<file path="src/rtl/rggen_register_access_arbiter.sv">
// Round-robin arbiter sharing one register-block request channel among HOSTS bus hosts.
// One access in flight at a time; request fields and host responses are registered.
module rggen_register_access_arbiter #(
  parameter int unsigned HOSTS         = 2,
  parameter int unsigned ADDRESS_WIDTH = 8,
  parameter int unsigned BUS_WIDTH     = 32
)(
  input  logic                           i_clk,
  input  logic                           i_rst,
  input  logic [HOSTS-1:0]               i_host_valid,
  input  logic [HOSTS*2-1:0]             i_host_access,
  input  logic [HOSTS*ADDRESS_WIDTH-1:0] i_host_address,
  input  logic [HOSTS*BUS_WIDTH-1:0]     i_host_write_data,
  input  logic [HOSTS*BUS_WIDTH-1:0]     i_host_strobe,
  output logic [HOSTS-1:0]               o_host_ready,
  output logic [1:0]                     o_host_status,
  output logic [BUS_WIDTH-1:0]           o_host_read_data,
  output logic                           o_valid,
  output logic [1:0]                     o_access,
  output logic [ADDRESS_WIDTH-1:0]       o_address,
  output logic [BUS_WIDTH-1:0]           o_write_data,
  output logic [BUS_WIDTH-1:0]           o_strobe,
  input  logic                           i_ready,
  input  logic [1:0]                     i_status,
  input  logic [BUS_WIDTH-1:0]           i_read_data,
  output logic [HOSTS-1:0]               o_grant
);

  localparam int unsigned HOST_INDEX_WIDTH = (HOSTS > 1) ? $clog2(HOSTS) : 1;

  typedef enum logic [1:0] {
    IDLE,
    REQ,
    RESP
  } state_e;

  state_e                      state_q;
  state_e                      state_d;
  logic [HOST_INDEX_WIDTH-1:0] last_q;
  logic [HOST_INDEX_WIDTH-1:0] last_d;

  logic                        sel_valid;
  logic [HOST_INDEX_WIDTH-1:0] sel_idx;
  logic [HOSTS-1:0]            sel_grant;
  logic [1:0]                  sel_access;
  logic [ADDRESS_WIDTH-1:0]    sel_address;
  logic [BUS_WIDTH-1:0]        sel_write_data;
  logic [BUS_WIDTH-1:0]        sel_strobe;

  logic                        valid_d;
  logic [1:0]                  access_d;
  logic [ADDRESS_WIDTH-1:0]    address_d;
  logic [BUS_WIDTH-1:0]        write_data_d;
  logic [BUS_WIDTH-1:0]        strobe_d;
  logic [HOSTS-1:0]            host_ready_d;
  logic [1:0]                  host_status_d;
  logic [BUS_WIDTH-1:0]        host_read_data_d;
  logic [HOSTS-1:0]            grant_d;

  // Rotating priority: lowest valid index above last wins, else lowest valid overall.
  always_comb begin
    sel_valid = 1'b0;
    sel_idx   = '0;
    for (int j = int'(HOSTS) - 1; j >= 0; j--) begin
      if (i_host_valid[j]) begin
        sel_valid = 1'b1;
        sel_idx   = HOST_INDEX_WIDTH'(j);
      end
    end
    for (int j = int'(HOSTS) - 1; j >= 0; j--) begin
      if (i_host_valid[j] && (HOST_INDEX_WIDTH'(j) > last_q)) begin
        sel_idx = HOST_INDEX_WIDTH'(j);
      end
    end
  end

  // Mux the selected host's request fields.
  always_comb begin
    sel_grant      = '0;
    sel_access     = '0;
    sel_address    = '0;
    sel_write_data = '0;
    sel_strobe     = '0;
    for (int j = 0; j < int'(HOSTS); j++) begin
      if (HOST_INDEX_WIDTH'(j) == sel_idx) begin
        sel_grant[j]   = 1'b1;
        sel_access     = i_host_access[j*2+:2];
        sel_address    = i_host_address[j*ADDRESS_WIDTH+:ADDRESS_WIDTH];
        sel_write_data = i_host_write_data[j*BUS_WIDTH+:BUS_WIDTH];
        sel_strobe     = i_host_strobe[j*BUS_WIDTH+:BUS_WIDTH];
      end
    end
  end

  always_comb begin
    state_d          = state_q;
    last_d           = last_q;
    valid_d          = o_valid;
    access_d         = o_access;
    address_d        = o_address;
    write_data_d     = o_write_data;
    strobe_d         = o_strobe;
    host_ready_d     = '0;
    host_status_d    = o_host_status;
    host_read_data_d = o_host_read_data;
    grant_d          = o_grant;
    case (state_q)
      IDLE: begin
        if (sel_valid) begin
          state_d      = REQ;
          last_d       = sel_idx;
          valid_d      = 1'b1;
          access_d     = sel_access;
          address_d    = sel_address;
          write_data_d = sel_write_data;
          strobe_d     = sel_strobe;
          grant_d      = sel_grant;
        end
      end
      REQ: begin
        if (i_ready) begin
          state_d          = RESP;
          valid_d          = 1'b0;
          host_ready_d     = o_grant;
          host_status_d    = i_status;
          host_read_data_d = i_read_data;
        end
      end
      RESP: begin
        state_d = IDLE;
        grant_d = '0;
      end
      default: begin
        state_d = IDLE;
        valid_d = 1'b0;
        grant_d = '0;
      end
    endcase
  end

  always_ff @(posedge i_clk or posedge i_rst) begin
    if (i_rst) begin
      state_q          <= IDLE;
      last_q           <= HOST_INDEX_WIDTH'(HOSTS - 1);
      o_valid          <= 1'b0;
      o_access         <= '0;
      o_address        <= '0;
      o_write_data     <= '0;
      o_strobe         <= '0;
      o_host_ready     <= '0;
      o_host_status    <= '0;
      o_host_read_data <= '0;
      o_grant          <= '0;
    end else begin
      state_q          <= state_d;
      last_q           <= last_d;
      o_valid          <= valid_d;
      o_access         <= access_d;
      o_address        <= address_d;
      o_write_data     <= write_data_d;
      o_strobe         <= strobe_d;
      o_host_ready     <= host_ready_d;
      o_host_status    <= host_status_d;
      o_host_read_data <= host_read_data_d;
      o_grant          <= grant_d;
    end
  end

endmodule

</file>
<file path="config.mk">
export PLATFORM = sky130hd
export DESIGN_NAME = rggen_register_access_arbiter
export DESIGN_NICKNAME = d
export VERILOG_FILES = /design/src/rtl/rggen_register_access_arbiter.sv
export SDC_FILE = /design/constraint.sdc
export NUM_CORES = 1
export LEC_CHECK = 0
export CORE_MARGIN = 2
export CORE_UTILIZATION = 30
export CTS_CLUSTER_SIZE = 8
export DETAILED_ROUTE_END_ITERATION = 12
export PLACE_DENSITY = 0.72
export SYNTH_ARGS = -nofsm -noshare
export SYNTH_HDL_FRONTEND = slang
export SYNTH_SLANG_ARGS = --single-unit
</file>
<file path="constraint.sdc">
create_clock -name i_clk -period 6 [get_ports i_clk]
set_clock_uncertainty 0.2 [all_clocks]
set_input_delay 1.8 -clock i_clk [delete_from_list [all_inputs] [get_ports i_clk]]
set_output_delay 1.8 -clock i_clk [all_outputs]
set_load 0.01 [all_outputs]
</file>
==> Flow_metrics.wiki <==
{| class="wikitable"
! Metric !! Value
|-
| Number of global-route vias before repair || 4937
|-
| Hold path startpoint || o_valid
|-
| Total CTS buffers || 17
|-
| Starting density of the core || 30.7%
|-
| Worst ir drop on vdd || 0.296 mV
|-
| Grt ovf || 0
|-
| Number of remaining DRC errors || 0
|-
| Post-Synthesis Cells || 513
|-
| DP Area || 0.00844 mm2
|-
| Number of stages on the worst hold path || 1
|-
| Type of the worst min-delay path || reg2reg
|-
| RSZ-0062 raised after global routing || false
|-
| Total iterations of the first detailed-routing run || 4
|-
| Number of vias per cell || 4.83
|-
| Final worst-path cycle share || 62.2%
|-
| Transition time at the pin with the least slew margin || 1.12 ns
|-
| Ratio of cells with drive above 1 in the final layout || 14.9%
|-
| Type of element launching the critical path || input port
|-
| Fmax || 268 MHz
|-
| Overall Global Routing Usage || 18.0%
|-
| H-tree Lvls || 4
|-
| Clock edge transition at the registers on the reported setup and hold paths || 0.06 ns
|-
| CTS tree || yes
|-
| Resized Gates After CTS || 0
|-
| Critical path startpoint || i_host_valid[0]
|-
| Synthesized area divided by synthesized cell count || 10.4 um2
|-
| ANT nets after route || 0
|-
| Gpl congestion || 0.758
|-
| Max FO, Critical Path || 37
|-
| Buffers inserted by post-CTS timing repair || 0
|-
| Antenna cell count || 0
|-
| Area leader, netlist || sky130_fd_sc_hd__dfrtp_1
|-
| WL/cell || 16.7 um
|-
| Portion of synthesized cell area occupied by the leading cell type || 54.1%
|-
| Normalized max-slew margin || 25.1%
|-
| Number of buffers inserted for hold repair after clock tree synthesis || 0
|-
| Final TNS setup || 0 ns
|-
| Minimum clock period || 3.73 ns
|-
| Category of the critical setup timing path || in2reg
|-
| Top post-synthesis cells by area || sky130_fd_sc_hd__dfrtp_1 54%, sky130_fd_sc_hd__nand2_1 10%, sky130_fd_sc_hd__a31oi_2 9.4%, sky130_fd_sc_hd__mux2_2 7.2%, sky130_fd_sc_hd__a21oi_1 7.1%
|-
| Clk root buf || sky130_fd_sc_hd__clkbuf_16
|-
| Arrival time of data at the critical path endpoint || 3.85 ns
|-
| Wire length of the first global-routing pass || 26100 um
|-
| Worst R2R Path Depth || 4
|-
| Post-synthesis sequential area ratio || 54.6%
|-
| Type of destination of the critical path || flop
|-
| WP data required || 6.12 ns
|-
| Count of final setup violators || 0
|-
| Hold_ws || 0.292 ns
|-
| Wirelength, routed || 17200 um
|-
| Reported leakage power || 3.60 nW
|-
| Clock Sink Count || 116
|-
| Floorplan die height || 137 um
|-
| Die Outline Area || 0.0188 mm2
|-
| Vias || 4980
|-
| Detailed router's first-iteration violation count || 201
|-
| Detailed-placement wirelength estimate || 11700 um
|-
| Number of unique standard cell types used by synthesis || 26
|-
| Final Cell Area || 0.00906 mm2
|-
| # rows || 48
|-
| Clk_lat worst skew || 0.40 ns
|-
| Net count of the finished layout || 980
|-
| Die width || 137 um
|-
| Critical register-to-register path startpoint || state_q[0]
|-
| Power per standard cell area || 501 mW/mm2
|-
| Number of nets in the synthesized netlist || 700
|-
| Number of pins with negative max-slew slack in the final report || 0
|-
| Run status || finished, final reports clean
|-
| Number of antenna violations at the first check in global routing || 0
|-
| I/O pin count || 300
|-
| Worst slack at placement || 1.81 ns
|-
| Number of flip-flops and latches in the synthesized netlist || 116
|-
| Synth warn || 0
|-
| Netlist Area Pre-Place || 0.00532 mm2
|-
| Number of fillers in the final layout || 1585
|-
| Core outline area || 0.0173 mm2
|-
| Count of port buffers added during placement || 299
|-
| Largest net degree at the start of global routing || 78
|-
| Number of maximum-capacitance constraint violations || 0
|-
| Hold violation total from the final report || 0
|-
| Setup slack of the critical path after layout || 2.27 ns
|-
| Maximum root-to-sink buffer count || 2
|-
| Synth-to-layout area growth || 70.5%
|}
-- kinds of logic (layout without fill, tap and decap cells) --
family / Yosys count / in the layout / share of synthesized area [%]
buffers and inverters: 46 / 339 / 4.75
and+or+nand+nor: 161 / 161 / 11.9
muxes: 34 / 34 / 7.20
DFF: 116 / 116 / 54.6
AOI/OAI and AO/OA: 156 / 156 / 21.5
-- sequential cells by signal (all words and copies together), names as in the netlist --
register / count
o_valid: 1
o_host_read_data: 32
o_address: 8
o_grant: 2
last_q: 1
o_access: 2
o_host_ready: 2
o_write_data: 32
o_strobe: 32
o_host_status: 2
state_q: 2
-- placed cells by master, fill, tap and decap left out --
cell type / Yosys / routed
sky130_fd_sc_hd__a21bo_2: 1 / 1
sky130_fd_sc_hd__a21boi_4: 0 / 1
sky130_fd_sc_hd__a21o_1: 1 / 1
sky130_fd_sc_hd__a21oi_1: 75 / 75
sky130_fd_sc_hd__a2bb2oi_1: 2 / 2
sky130_fd_sc_hd__a31oi_1: 35 / 35
sky130_fd_sc_hd__a31oi_2: 40 / 40
sky130_fd_sc_hd__and2_1: 3 / 2
sky130_fd_sc_hd__and2_4: 0 / 1
sky130_fd_sc_hd__and3b_1: 1 / 1
sky130_fd_sc_hd__buf_12: 0 / 2
sky130_fd_sc_hd__buf_4: 4 / 5
sky130_fd_sc_hd__bufinv_16: 0 / 3
sky130_fd_sc_hd__clkbuf_16: 0 / 17
sky130_fd_sc_hd__clkdlybuf4s50_1: 0 / 299
sky130_fd_sc_hd__clkinv_2: 0 / 1
sky130_fd_sc_hd__clkinv_4: 0 / 2
sky130_fd_sc_hd__clkinvlp_4: 0 / 1
sky130_fd_sc_hd__dfrtp_1: 115 / 115
sky130_fd_sc_hd__dfstp_2: 1 / 1
sky130_fd_sc_hd__inv_4: 0 / 1
sky130_fd_sc_hd__inv_6: 0 / 7
sky130_fd_sc_hd__inv_8: 0 / 1
sky130_fd_sc_hd__mux2_2: 34 / 34
sky130_fd_sc_hd__nand2_1: 148 / 148
sky130_fd_sc_hd__nand2b_1: 2 / 2
sky130_fd_sc_hd__nor2_1: 3 / 2
sky130_fd_sc_hd__nor2_4: 0 / 1
sky130_fd_sc_hd__nor2b_1: 1 / 1
sky130_fd_sc_hd__nor3b_1: 1 / 1
sky130_fd_sc_hd__o21ai_0: 1 / 1
sky130_fd_sc_hd__or2_1: 2 / 1
sky130_fd_sc_hd__or2_2: 0 / 1
-- power breakdown --
part | total [mW] | switching [mW] | internal [mW]
registers | 1.40 | 0.220 | 1.18
clock network | 1.07 | 0.401 | 0.666
logic | 2.07 | 0.933 | 1.14
-- path summary, 6_finish.rpt --
kind                                         end  slack, ns
worst max-delay path             o_write_data[7]       2.27
worst min-delay path                     o_valid       0.29
worst max register to register      o_strobe[24]       3.09
worst min register to register           o_valid       0.29
max in group asynchronous                 last_q       3.11
min in group asynchronous       o_write_data[23]       1.65
-- metal layers --
metal  track usage (%)  part of all wire (%)
met1              19.8                    39
met2              31.7                    49
met3              7.48                    10
met4              5.33                   1.7
met5                 0                     0
-- area by class of cell --
class	count	area, um2	share of cell area [%]
multi-input combinational	351	2180	24.1
timing repair buffer	306	3070	33.9
clock inverter	15	193	2.13
sequential	116	2900	32.1
inverter	1	6.26	0.0691
clock buffer	17	425	4.70
tap	225	282	3.11
-- worst max-delay path, cell delays in order --
cell,delay [ns]
sky130_fd_sc_hd__clkdlybuf4s50_1,0.58
sky130_fd_sc_hd__a21bo_2,0.66
sky130_fd_sc_hd__buf_4,0.48
sky130_fd_sc_hd__nand2_1,0.12
sky130_fd_sc_hd__a31oi_2,0.18
-- synthesized netlist by cell type --
master,n
sky130_fd_sc_hd__nand2b_1,2
sky130_fd_sc_hd__a31oi_1,35
sky130_fd_sc_hd__and3b_1,1
sky130_fd_sc_hd__and2_1,3
sky130_fd_sc_hd__clkbuf_1,12
sky130_fd_sc_hd__nor3b_1,1
sky130_fd_sc_hd__mux2_2,34
sky130_fd_sc_hd__buf_6,5
sky130_fd_sc_hd__a2bb2oi_1,2
sky130_fd_sc_hd__a21boi_1,1
sky130_fd_sc_hd__a21o_1,1
sky130_fd_sc_hd__inv_1,1
sky130_fd_sc_hd__dfstp_2,1
sky130_fd_sc_hd__dfrtp_1,115
sky130_fd_sc_hd__a21oi_1,75
sky130_fd_sc_hd__buf_4,4
sky130_fd_sc_hd__or2_1,2
sky130_fd_sc_hd__a31oi_2,40
sky130_fd_sc_hd__o21ai_0,1
sky130_fd_sc_hd__buf_2,21
sky130_fd_sc_hd__clkbuf_2,1
sky130_fd_sc_hd__nor2_1,3
sky130_fd_sc_hd__nor2b_1,1
sky130_fd_sc_hd__a21bo_2,1
sky130_fd_sc_hd__nand2_1,148
sky130_fd_sc_hd__buf_1,2
-- per-stage QoR --
step | instances | utilization (%) | total power, mW
5_1_grt | 1031 | 52.4 | 4.81
4_1_cts | 1031 | 52.4 | 4.59
3_3_place_gp | 999 | 48.8 | 3.47
3_5_place_dp | 999 | 48.8 | 3.50
2_1_floorplan | 513 | - | 2.42
6_report | 1031 | 52.4 | 4.54
Note: power is estimated with default switching activity, not from simulation.
